$ cat config.mk
export PLATFORM = sky130hd
export DESIGN_NAME = bp_sac_coh_link_arbiter
export DESIGN_NICKNAME = d
export VERILOG_FILES = /design/src/rtl/bp_sac_coh_link_arbiter.sv
export SDC_FILE = /design/constraint.sdc
export NUM_CORES = 1
export LEC_CHECK = 0
export BUFFER_PORTS_ARGS = -buffer_cell sky130_fd_sc_hd__buf_2
export CAP_MARGIN = 20
export CORE_AREA = 4 4 132 134
export CTS_BUF_LIST = sky130_fd_sc_hd__clkbuf_2 sky130_fd_sc_hd__clkbuf_4 sky130_fd_sc_hd__clkbuf_8
export CTS_CLUSTER_SIZE = 25
export DETAILED_ROUTE_END_ITERATION = 7
export DIE_AREA = 0 0 136 138
export SLEW_MARGIN = 30
export SYNTH_ARGS = -nofsm -noshare
export SYNTH_HDL_FRONTEND = slang
export SYNTH_SLANG_ARGS = --single-unit
$ cat constraint.sdc
create_clock -name coh_clk_i -period 3.41 [get_ports coh_clk_i]
set_input_delay 0.5115 -clock coh_clk_i [delete_from_list [all_inputs] [get_ports coh_clk_i]]
set_output_delay 0.5115 -clock coh_clk_i [all_outputs]
set_load 0.01 [all_outputs]
$ cat src/rtl/bp_sac_coh_link_arbiter.sv
// rtl/bp_sac_coh_link_arbiter.sv - wormhole-aware round-robin arbiter sharing one coherence ready_and link
module bp_sac_coh_link_arbiter #(
    parameter int num_req_p    = 4,
    parameter int flit_width_p = 64,
    parameter int cord_width_p = 8,
    parameter int len_width_p  = 4
) (
    input  logic                                coh_clk_i,
    input  logic                                coh_reset_n_i,
    input  logic [num_req_p-1:0]                req_en_i,
    input  logic [num_req_p-1:0]                req_v_i,
    input  logic [num_req_p*flit_width_p-1:0]   req_data_i,
    output logic [num_req_p-1:0]                req_ready_and_o,
    output logic                                link_v_o,
    output logic [flit_width_p-1:0]             link_data_o,
    input  logic                                link_ready_and_i,
    output logic [num_req_p-1:0]                grant_o,
    output logic                                busy_o
);

    localparam int ptr_w = $clog2(num_req_p);

    typedef enum logic {IDLE, BUSY} state_e;

    state_e                  state_r, state_n;
    logic [len_width_p-1:0]  cnt_r, cnt_n;
    logic [ptr_w-1:0]        owner_r, owner_n;
    logic [ptr_w-1:0]        last_ptr_r, last_ptr_n;

    logic [num_req_p-1:0]    eligible;
    logic                    found;
    logic [ptr_w-1:0]        winner;
    logic [ptr_w-1:0]        scan_idx;
    logic [ptr_w-1:0]        sel;
    logic [flit_width_p-1:0] sel_flit;
    logic [len_width_p-1:0]  hdr_len;
    logic                    xfer;

    assign eligible = req_v_i & req_en_i;

    // Round-robin scan starting just after the last packet's owner
    always_comb begin
        found    = 1'b0;
        winner   = '0;
        scan_idx = '0;
        for (int k = 1; k <= num_req_p; k++) begin
            scan_idx = ptr_w'((int'(last_ptr_r) + k) % num_req_p);
            if (!found && eligible[scan_idx]) begin
                found  = 1'b1;
                winner = scan_idx;
            end
        end
    end

    assign sel = (state_r == BUSY) ? owner_r : winner;

    always_comb begin
        sel_flit = '0;
        for (int i = 0; i < num_req_p; i++) begin
            if (sel == ptr_w'(i)) begin
                sel_flit = req_data_i[i*flit_width_p +: flit_width_p];
            end
        end
    end

    assign hdr_len = sel_flit[cord_width_p +: len_width_p];
    assign xfer    = link_v_o & link_ready_and_i;

    always_ff @(posedge coh_clk_i or negedge coh_reset_n_i) begin
        if (!coh_reset_n_i) begin
            state_r    <= IDLE;
            cnt_r      <= '0;
            owner_r    <= '0;
            last_ptr_r <= ptr_w'(num_req_p - 1);
        end else begin
            state_r    <= state_n;
            cnt_r      <= cnt_n;
            owner_r    <= owner_n;
            last_ptr_r <= last_ptr_n;
        end
    end

    always_comb begin
        state_n    = state_r;
        cnt_n      = cnt_r;
        owner_n    = owner_r;
        last_ptr_n = last_ptr_r;
        case (state_r)
            IDLE: begin
                if (xfer) begin
                    if (hdr_len == '0) begin
                        last_ptr_n = winner;
                    end else begin
                        cnt_n   = hdr_len;
                        owner_n = winner;
                        state_n = BUSY;
                    end
                end
            end
            BUSY: begin
                if (xfer) begin
                    cnt_n = cnt_r - 1'b1;
                    if (cnt_r == len_width_p'(1)) begin
                        state_n    = IDLE;
                        last_ptr_n = owner_r;
                    end
                end
            end
            default: state_n = IDLE;
        endcase
    end

    // Outputs are forced low while reset is asserted, independent of the clock
    always_comb begin
        link_v_o        = 1'b0;
        link_data_o     = '0;
        grant_o         = '0;
        req_ready_and_o = '0;
        busy_o          = 1'b0;
        if (coh_reset_n_i) begin
            if (state_r == BUSY) begin
                busy_o                   = 1'b1;
                link_v_o                 = req_v_i[owner_r];
                link_data_o              = sel_flit;
                grant_o[owner_r]         = 1'b1;
                req_ready_and_o[owner_r] = link_ready_and_i;
            end else if (found) begin
                link_v_o                = 1'b1;
                link_data_o             = sel_flit;
                grant_o[winner]         = 1'b1;
                req_ready_and_o[winner] = link_ready_and_i;
            end
        end
    end

endmodule
; ---- After elaboration in Yosys (flattened, before gate mapping)
; Index checks and enable logic that the tools add are counted.
; Widths: inputs -> output; s select.
[totals]
regBits = 9
input_bits = 267
out_inout_bits = 74
[classes]
n_addsub = 5
magnitude_cmp = 8
n_eq_ne = 9
muxes = 55
bitwise = 6
n_reduce_logical = 13
[ops]
columns = operator, n
row1 = $mux 64, 7
row2 = $mux 4, 9
row3 = $mux 1, 20
row4 = $lt 2x3->1 const B, 6
row5 = $mux 2, 9
row6 = $and 4x4->4, 3
row7 = $bmux 1 s2, 5
row8 = $pmux 4 s2, 1
row9 = $ne 2x2->1 const B, 3
row10 = $reduce_and 3->1, 2
row11 = $logic_and 1x1->1, 5
row12 = $add 2x1->2 const B, 2
row13 = $add 2x2->2 const B, 2
row14 = $demux 1 s2, 2
row15 = $eq 2x2->1 const B, 2
row16 = $eq 4x1->1 const B, 1
row17 = $ge 2x1->1 const B, 2
row18 = $logic_not 4->1, 1
row19 = $ne 2x1->1 const B, 2
row20 = $pmux 2 s2, 1
row21 = $reduce_and 4->1, 1
row22 = $sub 4x1->4 const B, 1
row23 = $logic_not 1->1, 3
row24 = $eq 2x1->1 const B, 1
row25 = other kinds (4), 5

; ---- Longest topological paths before layout
; Gate-level depths: netlist of run 1.
[logic_depth]
word_depth = 23
mapped_depth = 11
mapped_depth_nobuf = 8

; ---- Least setup slack after synthesis of run 1
; Ideal clock, no wire load.
[synth_timing]
kind = reg-to-output
start = register last_ptr_r[1]
end = output port link_data_o[25]
t_arrival_ps = 2306
required_ps = 2898
setup_slack_ps = 593
path_stages_with_launch = 11
path_buffers = 3
path_cell_list = dfstp_2 -> buf_2 -> a32oi_1 -> o31ai_1 -> o32a_1 -> clkbuf_1 -> clkbuf_1 -> nor2_1 -> nor2_1 -> a21oi_1 -> nor2_1
[synth_between]
elab_chain_cells = 22
elab_cells_between_ends = 38
[synth_lines]
columns = item, line_no
row1 = from (decl), 28  ; logic [ptr_w-1:0] last_ptr_r, last_ptr_n;
row2 = from (signal assigned), 74  ; last_ptr_r <= ptr_w'(num_req_p - 1);
row3 = from (signal assigned), 79  ; last_ptr_r <= last_ptr_n;
row4 = $add 2x1->2, 47  ; scan_idx = ptr_w'((int'(last_ptr_r) + k) % num_req_p);
row5 = $bmux 1 s2, 48  ; if (!found && eligible[scan_idx]) begin
row6 = $mux 1 (not written as such), 48
row7 = $mux 1, 48
row8 = $logic_not 1->1, 48
row9 = $logic_and 1x1->1, 48
row10 = $mux 1, 48
row11 = $logic_not 1->1, 48
row12 = (+3 left out), -
row13 = $logic_and 1x1->1, 48
row14 = $mux 2, 48
row15 = $mux 2, 55  ; assign sel = (state_r == BUSY) ? owner_r : winner;
row16 = $logic_not 2->1, 60  ; if (sel == ptr_w'(i)) begin
row17 = $mux 64 (4 in a row), 60
row18 = $mux 64, 127  ; end else if (found) begin
row19 = $mux 64 *, 121  ; if (state_r == BUSY) begin
row20 = $mux 64 *, 120  ; if (coh_reset_n_i) begin
row21 = to (decl), 15  ; output logic [flit_width_p-1:0] link_data_o,
; Every way passes the cells marked *; elsewhere a longest branch is shown, timed or not. The select of a mux whose other input is x is not followed.

; ---- Worst setup path after layout of run 1
[layout_timing]
start = register last_ptr_r[1]
end = output port link_data_o[11]
; Same word-level chain as after synthesis.

==> impl_metrics.tcl, run 1 <==
set metrics [dict create \
    status "finished clean" \
    dieArea_sq_um 18800 \
    r2r_cells 8 \
    layout_common_cells "340 x buf_2, 116 x nor2_1, 90 x nand2_1, 88 x a21oi_1, 39 x o21ai_0" \
    fin_nets 1124 \
    period_minus_slack_ns 3.18 \
    clk_latency_ns 0.23 \
    syn_avg_cell_area_sq_um 5.42 \
    grt_pass1_vias 4789 \
    fp-row-count 47 \
    antenna_cells 0 \
    total_power_uw 4050 \
    fillCellCount 1853 \
    max_freq_ghz 0.315 \
    synth-async-reset-ratio 1.00 \
    grt_use_total 0.169 \
    ys_seq_area_frac 0.0782 \
    ir_drop_mv 0.333 \
    place_congestion 0.911 \
    crit_fanout 10 \
    synthCells 537 \
    ys_warn_count 0 \
    antenna_left 0 \
    p_seq_frac 0.063 \
    maxCapViolations 0 \
    synth_edf_count 0 \
    final-max-slew-violation-count 0 \
    cts_tree "done" \
    cts-root-buf "clkbuf_8" \
    grtUsageMet3 0.0265 \
    fin_setup_tns_ns 0 \
    path_class "register to output port" \
    antenna_found_initial 1 \
    ys_top_cells_by_area "a21oi_1 15%, nor2_1 15%, nand2_1 12%" \
    arrival_ns 2.66 \
    cts_buffer_depth 2 \
    wirelength_microns 17300 \
    cts_num_sinks 9 \
    reg2reg_to "owner_r[0]" \
    hp-class "input port to async pin" \
    power_density_nw_per_um2 814 \
    vias 5209 \
    die_h_microns 138 \
    setup_viol 0 \
    netlist.area_leader.share 0.151 \
    ys_seq_elements 9 \
    drt_iter0_markers 336 \
    synthesis.nets 806 \
    p_int_uw 1680 \
    worst_slew_pin_slew_ns 0.853 \
    clock_skew_ns 0.00601 \
    hold_viol_final 0 \
    relSlewSlack 0.431 \
    overflow 0 \
    r2r_slack_ns 0.45 \
    firstDrtPassIters 5 \
    ys.flop_type "dfrtp_1" \
    core_sq_um 16300 \
    start_kind "register" \
    rsz0062_at_grt "false" \
    pwr-share-comb 0.904 \
    boundaryPins 341 \
    cts_made_buffers 3 \
    grt_pass1_wl_microns 25900 \
    clkPwrFrac 0.033 \
    ys_types 55 \
    drive_gt1_frac 0.447 \
    synth.cell_area_sq_um 2910 \
    dp_hpwl_microns 14300 \
    busiest_layer "met2" \
    grt_util_met2 0.291 \
    initial_core_util 0.179 \
    clk_pin_slew_ns 0.05 \
    area_growth_pct 71.0 \
    layout_commonest_cell "buf_2" \
    route.detailed.drc 0 \
    p_switching_uw 2370 \
    endpoint_kind "output port" \
    cts_htree_levels 1 \
    r2r-start "last_ptr_r[1]" \
    wire_per_inst_microns 16.1 \
    worstPathRequired_ns 2.90 \
    p_sw_frac 0.586 \
    die_w_microns 136 \
    synth_top_area_cell "a21oi_1" \
    grt_max_degree 41 \
    avgViaCountPerCell 4.85 \
    met1_usage 0.220 \
    timing.final.crit_share 0.931 \
    place.port_buffers 340 \
    leakagePower_uw 0.00269 \
]
==> flip-flops by register name, indices dropped and copies added (netlist names) <==
signal and count:
cnt_r 4, last_ptr_r 2, state_r 1, owner_r 2
==> routing by layer <==
layer  routed length (microns)  vias to the layer above  share of wire
met2                      8440                      281           0.49
met4                       394                        0          0.023
met3                      1450                       31          0.084
met1                      6990                     2370           0.40
met5                         0                        -              0
li1                          -                     2527              -
==> power groups by stage <==
stage | Clock [uW] | Sequential [uW] | Combinational (uW)
4_1_cts | 137 | 252 | 3670
3_3_place_gp | 0 | 255 | 3650
5_1_grt | 141 | 266 | 4060
6_report | 133 | 256 | 3660
2_1_floorplan | 0 | 200 | 2370
3_5_place_dp | 0 | 256 | 3650
==> cell usage after synthesis, drive strengths merged (3+ instances only) <==
library cell / instances
inv: 4
dfrtp: 7
nand3: 38
a22oi: 4
o21ai: 43
nand2b: 3
buf: 5
and2: 9
and3: 16
mux2: 6
a31oi: 6
nor2: 116
nor3: 3
o22ai: 3
o221ai: 9
nand2: 90
clkbuf: 38
a21oi: 90
mux2i: 6
==> layout make-up <==
cell class	instances	area [sq um]	share of cell area
multi-input combinational	481	2530	0.509
sequential	9	228	0.0458
timing repair buffer	356	1880	0.377
tap	220	275	0.0553
clock buffer	4	48.8	0.00981
inverter	4	15.0	0.00302
==> cells by family (layout without fill, tap and decap cells) <==
kind of cell,Yosys count,in the layout,share of synthesized area
mux,13,13,0.0516
flops,9,9,0.0782
simple gates,288,288,0.429
compound gates,178,178,0.369
buf+inv,47,364,0.0628
fa+ha+maj,2,2,0.00860
==> repair_timing <==
item	4_1_cts	5_1_grt
endpoints found under the hold margin	0	0
resized for setup	0	2
endpoints found under the setup margin	0	1
buffers inserted	0	0
hold buffers	0	0
==> through the flow <==
| stage | util | instance area [sq um] | hold slack (ns) | cells | setup slack, ns |
|---|---|---|---|---|---|
| floorplan | - | 2910 | 0.216 | 537 | 0.593 |
| global placement | 0.302 | 4920 | 0.486 | 1070 | 0.372 |
| detailed placement | 0.302 | 4920 | 0.492 | 1070 | 0.353 |
| CTS | 0.305 | 4970 | 0.238 | 1074 | 0.207 |
| global route | 0.305 | 4980 | 0.254 | 1074 | 0.0252 |
| finish | 0.305 | 4980 | 0.233 | 1074 | 0.235 |
==> critical path, stage by stage (launching register included) <==
cell	delay, ns
dfstp_2	0.61
a32oi_1	0.19
o311a_1	0.42
a21oi_4	0.31
a211o_1	0.16
o221ai_1	0.14
or2_2	0.36
nor2_1	0.11
buf_2	0.14
==> worst max path at each step <==
stage / startpoint / slack, ns / to
floorplan: last_ptr_r[1] / 0.59 / link_data_o[25]
global placement: req_v_i[1] / 0.37 / link_data_o[33]
global route: last_ptr_r[1] / 0.03 / link_data_o[0]
CTS: last_ptr_r[1] / 0.21 / link_data_o[62]
detailed placement: req_v_i[1] / 0.35 / link_data_o[10]
finish: last_ptr_r[1] / 0.23 / link_data_o[11]
No activity file was read; power rests on OpenSTA's default activity.
==> run 2: changes to the inputs <==
--- a/config.mk
+++ b/config.mk
@@ -5,13 +5,14 @@
 export SDC_FILE = /design/constraint.sdc
 export NUM_CORES = 1
 export LEC_CHECK = 0
-export BUFFER_PORTS_ARGS = -buffer_cell sky130_fd_sc_hd__buf_2
 export CAP_MARGIN = 20
-export CORE_AREA = 4 4 132 134
+export CORE_AREA = 4 4 131 133
 export CTS_BUF_LIST = sky130_fd_sc_hd__clkbuf_2 sky130_fd_sc_hd__clkbuf_4 sky130_fd_sc_hd__clkbuf_8
 export CTS_CLUSTER_SIZE = 25
 export DETAILED_ROUTE_END_ITERATION = 7
-export DIE_AREA = 0 0 136 138
+export DIE_AREA = 0 0 135 137
+export DONT_BUFFER_PORTS = 1
+export REMOVE_ABC_BUFFERS = 1
 export SLEW_MARGIN = 30
 export SYNTH_ARGS = -nofsm -noshare
 export SYNTH_HDL_FRONTEND = slang
==> run 2 against run 1 <==
Sequential cell count unchanged. Largest cell class unchanged. Sequential power is 3% lower. Utilization is 9.4 points lower. Critical path type unchanged. Clock-buffer cell count did not move. Setup slack lost 0.055 ns. Die area shrank 1.5%. Non-clock buffer count down 328.
==> impl_metrics.tcl, run 2 (synthesis gave the netlist of run 1 again) <==
set metrics [dict create \
    endpoint_kind "output port" \
    ir_drop_mv 0.399 \
    fin_setup_tns_ns 0 \
    cts_made_buffers 3 \
    final-max-slew-violation-count 0 \
    cts_tree "done" \
    place.port_buffers 0 \
    crit_fanout 22 \
    fillCellCount 1805 \
    maxCapViolations 0 \
    period_minus_slack_ns 3.23 \
    p_int_uw 1380 \
    regArea_sq_um 228 \
    setup_viol 0 \
    clk_pin_slew_ns 0.05 \
    clkPwrFrac 0.037 \
    status "finished clean" \
    arrival_ns 2.72 \
    boundaryPins 341 \
    clock_skew_ns 0.00548 \
    grt_use_total 0.141 \
    vias 4126 \
    cts_hold_buf 1 \
    timing.final.crit_share 0.947 \
    die_h_microns 137 \
    area_growth_pct 15.2 \
    layout_commonest_cell "nor2_1" \
    grt_pass1_vias 3681 \
    fp-row-count 46 \
    cts_buffer_depth 2 \
    core_sq_um 15800 \
    post-place-cells 737 \
    leakagePower_uw 0.00134 \
    layout_setup_ws_ns 0.179 \
    antenna_found_initial 0 \
    max_freq_ghz 0.310 \
    grt_pass1_wl_microns 20800 \
    largest_reg_flops 4 \
    worst_slew_pin_slew_ns 0.752 \
    drive_gt1_frac 0.0970 \
    pwr-share-comb 0.895 \
    die_w_microns 135 \
    r2r_cells 8 \
    rsz0062_at_grt "false" \
    place_congestion 0.894 \
    ctsResizeCount 0 \
    worstPathRequired_ns 2.90 \
    route.detailed.drc 0 \
    antenna_left 0 \
    avgViaCountPerCell 5.56 \
    wire_per_inst_microns 20.0 \
    largest_register "cnt_r" \
    dp_slack_ns 0.381 \
    post_cts_buffers 0 \
    p_switching_uw 2290 \
    cts-root-buf "clkbuf_8" \
    cts_htree_levels 1 \
    layout_common_cells "116 x nor2_1, 90 x nand2_1, 88 x a21oi_1, 39 x o21ai_0, 38 x nand3_1" \
    p_sw_frac 0.625 \
    r2r_slack_ns 0.62 \
    fin_nets 796 \
    p_seq_frac 0.068 \
    path_class "register to output port" \
    multi_input_area_sq_um 2530 \
    antenna_cells 0 \
    hold_viol_final 0 \
    firstDrtPassIters 5 \
    relSlewSlack 0.499 \
    drt_iter0_markers 459 \
    dp_hpwl_microns 12000 \
    power_density_nw_per_um2 1090 \
    grt_max_degree 61 \
    start_kind "register" \
    hp-class "input port to async pin" \
    cts_num_sinks 9 \
    clk_latency_ns 0.23 \
    wirelength_microns 14800 \
    fin_cells 742 \
    overflow 0 \
    initial_core_util 0.184 \
    whs_ns 0.117 \
    reg_top3 "cnt_r x4, last_ptr_r x2, owner_r x2" \
    dieArea_sq_um 18500 \
]
-- run 2: final cells by class --
| class | count | share of cell area |
|---|---|---|
| Clock buffer | 4 | 0.0146 |
| Inverter | 4 | 0.00448 |
| Multi-Input combinational cell | 481 | 0.754 |
| Sequential cell | 9 | 0.0679 |
| Tap cell | 216 | 0.0806 |
| Timing Repair Buffer | 28 | 0.0784 |
-- run 2: worst paths after layout --
check,startpoint,to
worst max-delay path,last_ptr_r[1],link_data_o[12]
worst min register to register,cnt_r[1],cnt_r[1]
min in group coh_clk_i,cnt_r[1],cnt_r[1]
worst min-delay path,coh_reset_n_i,last_ptr_r[1]
worst max register to register,last_ptr_r[1],owner_r[1]
max in group asynchronous,coh_reset_n_i,owner_r[0]
-- run 2: layer usage --
| metal | wire (microns) | up-vias | global-route usage |
|---|---|---|---|
| met5 | 0 | - | 0 |
| met4 | 179 | 0 | 0.0179 |
| met3 | 1530 | 18 | 0.0184 |
| met2 | 7140 | 318 | 0.240 |
| met1 | 5980 | 1917 | 0.194 |
| li1 | - | 1873 | - |
-- run 2: power by group through the flow --
stage / clock [uW] / combinational [uW] / sequential [uW]
6_report: 135 / 3280 / 249
5_1_grt: 142 / 3660 / 259
4_1_cts: 134 / 3280 / 246
3_5_place_dp: 0 / 3260 / 248
3_3_place_gp: 0 / 3220 / 245
2_1_floorplan: 0 / 2240 / 238
-- run 2: critical path, stage by stage (launching register included) --
cell	delay, ns
dfstp_2	0.61
and4b_4	0.28
a21oi_1	0.06
a31o_2	0.26
o22ai_4	0.58
buf_12	0.24
a21oi_1	0.08
nor2_1	0.20
buf_4	0.16
-- run 2: metrics by stage --
stage | power [uW] | utilization | instance area, sq um
floorplan | 2470 | - | 2740
global placement | 3460 | 0.208 | 3290
detailed placement | 3510 | 0.208 | 3290
CTS | 3660 | 0.212 | 3350
global route | 4060 | 0.212 | 3350
finish | 3670 | 0.212 | 3350
==> run 3: changes to the inputs <==
==> constraint.sdc (replaced) <==
create_clock -name coh_clk_i -period 3.41 [get_ports coh_clk_i]
set_input_delay 0.5115 -clock coh_clk_i [delete_from_list [all_inputs] [get_ports coh_clk_i]]
set_output_delay 0.5115 -clock coh_clk_i [all_outputs]
set_load 0.1 [all_outputs]
==> run 3 against run 2 <==
Sequential share of layout area decreased by 2.1 points. Critical path depth increased by 1. Sequential cell count unchanged. Via count increased by 5.8%. Utilization increased by 9.7 points. Final cell count increased by 9.4%. Clock skew about the same. Worst hold slack got worse by 0.0089 ns. Register-to-register slack got worse by 0.10 ns. First-iteration DRC count decreased by 18%. Non-clock buffer count increased by 69. Critical endpoint is now link_data_o[8]. Largest cell class unchanged. Highest routed layer unchanged.
==> impl_metrics.tcl, run 3 (synthesis gave the netlist of run 1 again) <==
set metrics [dict create \
    hold_viol_final 0 \
    overflow 0 \
    fp-row-count 46 \
    worst_slew_pin_slew_ns 0.538 \
    critPathMostFrequentCell "buf_12" \
    period_minus_slack_ns 3.32 \
    layout_commonest_cell "nand2_1" \
    dpl-instance-area_sq_um 4770 \
    place_congestion 0.985 \
    crit_family "simple AND/OR/NAND/NOR gates" \
    worstPathRequired_ns 2.90 \
    clock_skew_ns 0.00528 \
    wirelength_microns 15700 \
    grt_use_total 0.150 \
    endpoint_kind "output port" \
    rsz0062_at_grt "false" \
    antenna_found_initial 1 \
    vias 4365 \
    area_growth_pct 67.7 \
    cts-root-buf "clkbuf_8" \
    avgViaCountPerCell 5.38 \
    crit_buf_inv 2 \
    path_class "register to output port" \
    clk_pin_slew_ns 0.05 \
    status "finished clean" \
    layout_setup_ws_ns 0.0917 \
    boundaryPins 341 \
    clk_latency_ns 0.24 \
    max_freq_ghz 0.301 \
    route.detailed.drc 0 \
    maxCapViolations 0 \
    die_w_microns 135 \
    largest_reg_flops 4 \
    cts_num_sinks 9 \
    r2r_slack_ns 0.52 \
    arrival_ns 2.81 \
    fillCellCount 1655 \
    initial_core_util 0.184 \
    cts_tree "done" \
    start_kind "register" \
    timing.final.crit_share 0.973 \
    firstDrtPassIters 5 \
    drive_gt1_frac 0.296 \
    grt_max_degree 41 \
    die_h_microns 137 \
    cts_buffer_depth 2 \
    crit_chain "and4b_4, a21oi_1, nand3_1, o32a_2, buf_12, nand2b_1, and2_1, nor2_2, buf_12" \
    grt_pass1_vias 4080 \
    r2r-start "last_ptr_r[1]" \
    dp_hpwl_microns 12900 \
    grt_pass1_wl_microns 22300 \
    slowest_delay_ns 0.58 \
    cts_htree_levels 1 \
    final_area_sq_um 4880 \
    fin_nets 865 \
    setup_viol 0 \
    drt_iter0_markers 378 \
    cts_made_buffers 3 \
    r2r_cells 8 \
    antenna_left 0 \
    dp_slack_ns 0.223 \
    relSlewSlack 0.640 \
    final-max-slew-violation-count 0 \
    place.port_buffers 0 \
    layout_common_cells "90 x nand2_1, 82 x a21oi_1, 71 x buf_12, 69 x nor2_1, 47 x nor2_2" \
    reg2reg_to "owner_r[0]" \
    reg_top3 "cnt_r x4, last_ptr_r x2, owner_r x2" \
    core_sq_um 15800 \
    hp-class "input port to async pin" \
    wire_per_inst_microns 19.3 \
    crit_fanout 40 \
    cp_slowest_cell "dfstp_2" \
    largest_register "cnt_r" \
    dieArea_sq_um 18500 \
]
## run 3: cell count changes in the layout (fill, tap and decap cells not counted), moves of 2 or more
cell | before | now
a21oi_1 | 88 | 82
buf_6 | 0 | 2
nor2_2 | 0 | 47
a21oi_2 | 1 | 6
nor2_1 | 116 | 69
buf_12 | 4 | 71
## run 3: worst max path at each step
stage / startpoint / end / depth (start not counted)
global placement: req_v_i[0] / link_data_o[55] / 9
CTS: last_ptr_r[1] / link_data_o[0] / 10
floorplan: req_v_i[0] / req_ready_and_o[3] / 5
finish: last_ptr_r[0] / link_data_o[8] / 9
global route: last_ptr_r[0] / link_data_o[8] / 9
detailed placement: req_v_i[0] / link_data_o[55] / 9
## run 3: cell type report
class	instances	area (sq um)	share of cell area
multi-input combinational	481	2680	0.549
inverter	4	15.0	0.00308
clock buffer	4	48.8	0.0100
timing repair buffer	97	1630	0.335
tap	216	270	0.0554
sequential	9	229	0.0469
antenna	1	2.50	0.000513
## run 3: timing repair
item	in CTS	in global routing
hold endpoints to repair	7	0
pin swaps	1	2
resized for setup	0	7
buffers inserted	1	2
setup endpoints to repair	2	8
hold buffers	1	0
## run 3: per-layer routing
layer,vias to the layer above,GRT usage,wire [microns],share of wire
met5,-,0,0,0
met2,314,0.270,7930,0.51
met1,2021,0.187,5960,0.38
met4,0,0.0364,261,0.017
li1,2008,-,-,-
met3,22,0.0261,1520,0.097
## run 3: metrics by stage
step | instances | hold slack, ns | TNS (ns) | utilization
4_1_cts | 809 | 0.100 | 0 | 0.306
6_report | 812 | 0.108 | 0 | 0.308
5_1_grt | 812 | 0.102 | 0 | 0.308
2_1_floorplan | 494 | 0.216 | -110.43 | -
3_5_place_dp | 803 | 0.216 | 0 | 0.302
3_3_place_gp | 803 | 0.217 | 0 | 0.302
Power of run 3 is not shown: default switching activity piles up to over one toggle a cycle in this logic, so the estimate is an artifact.
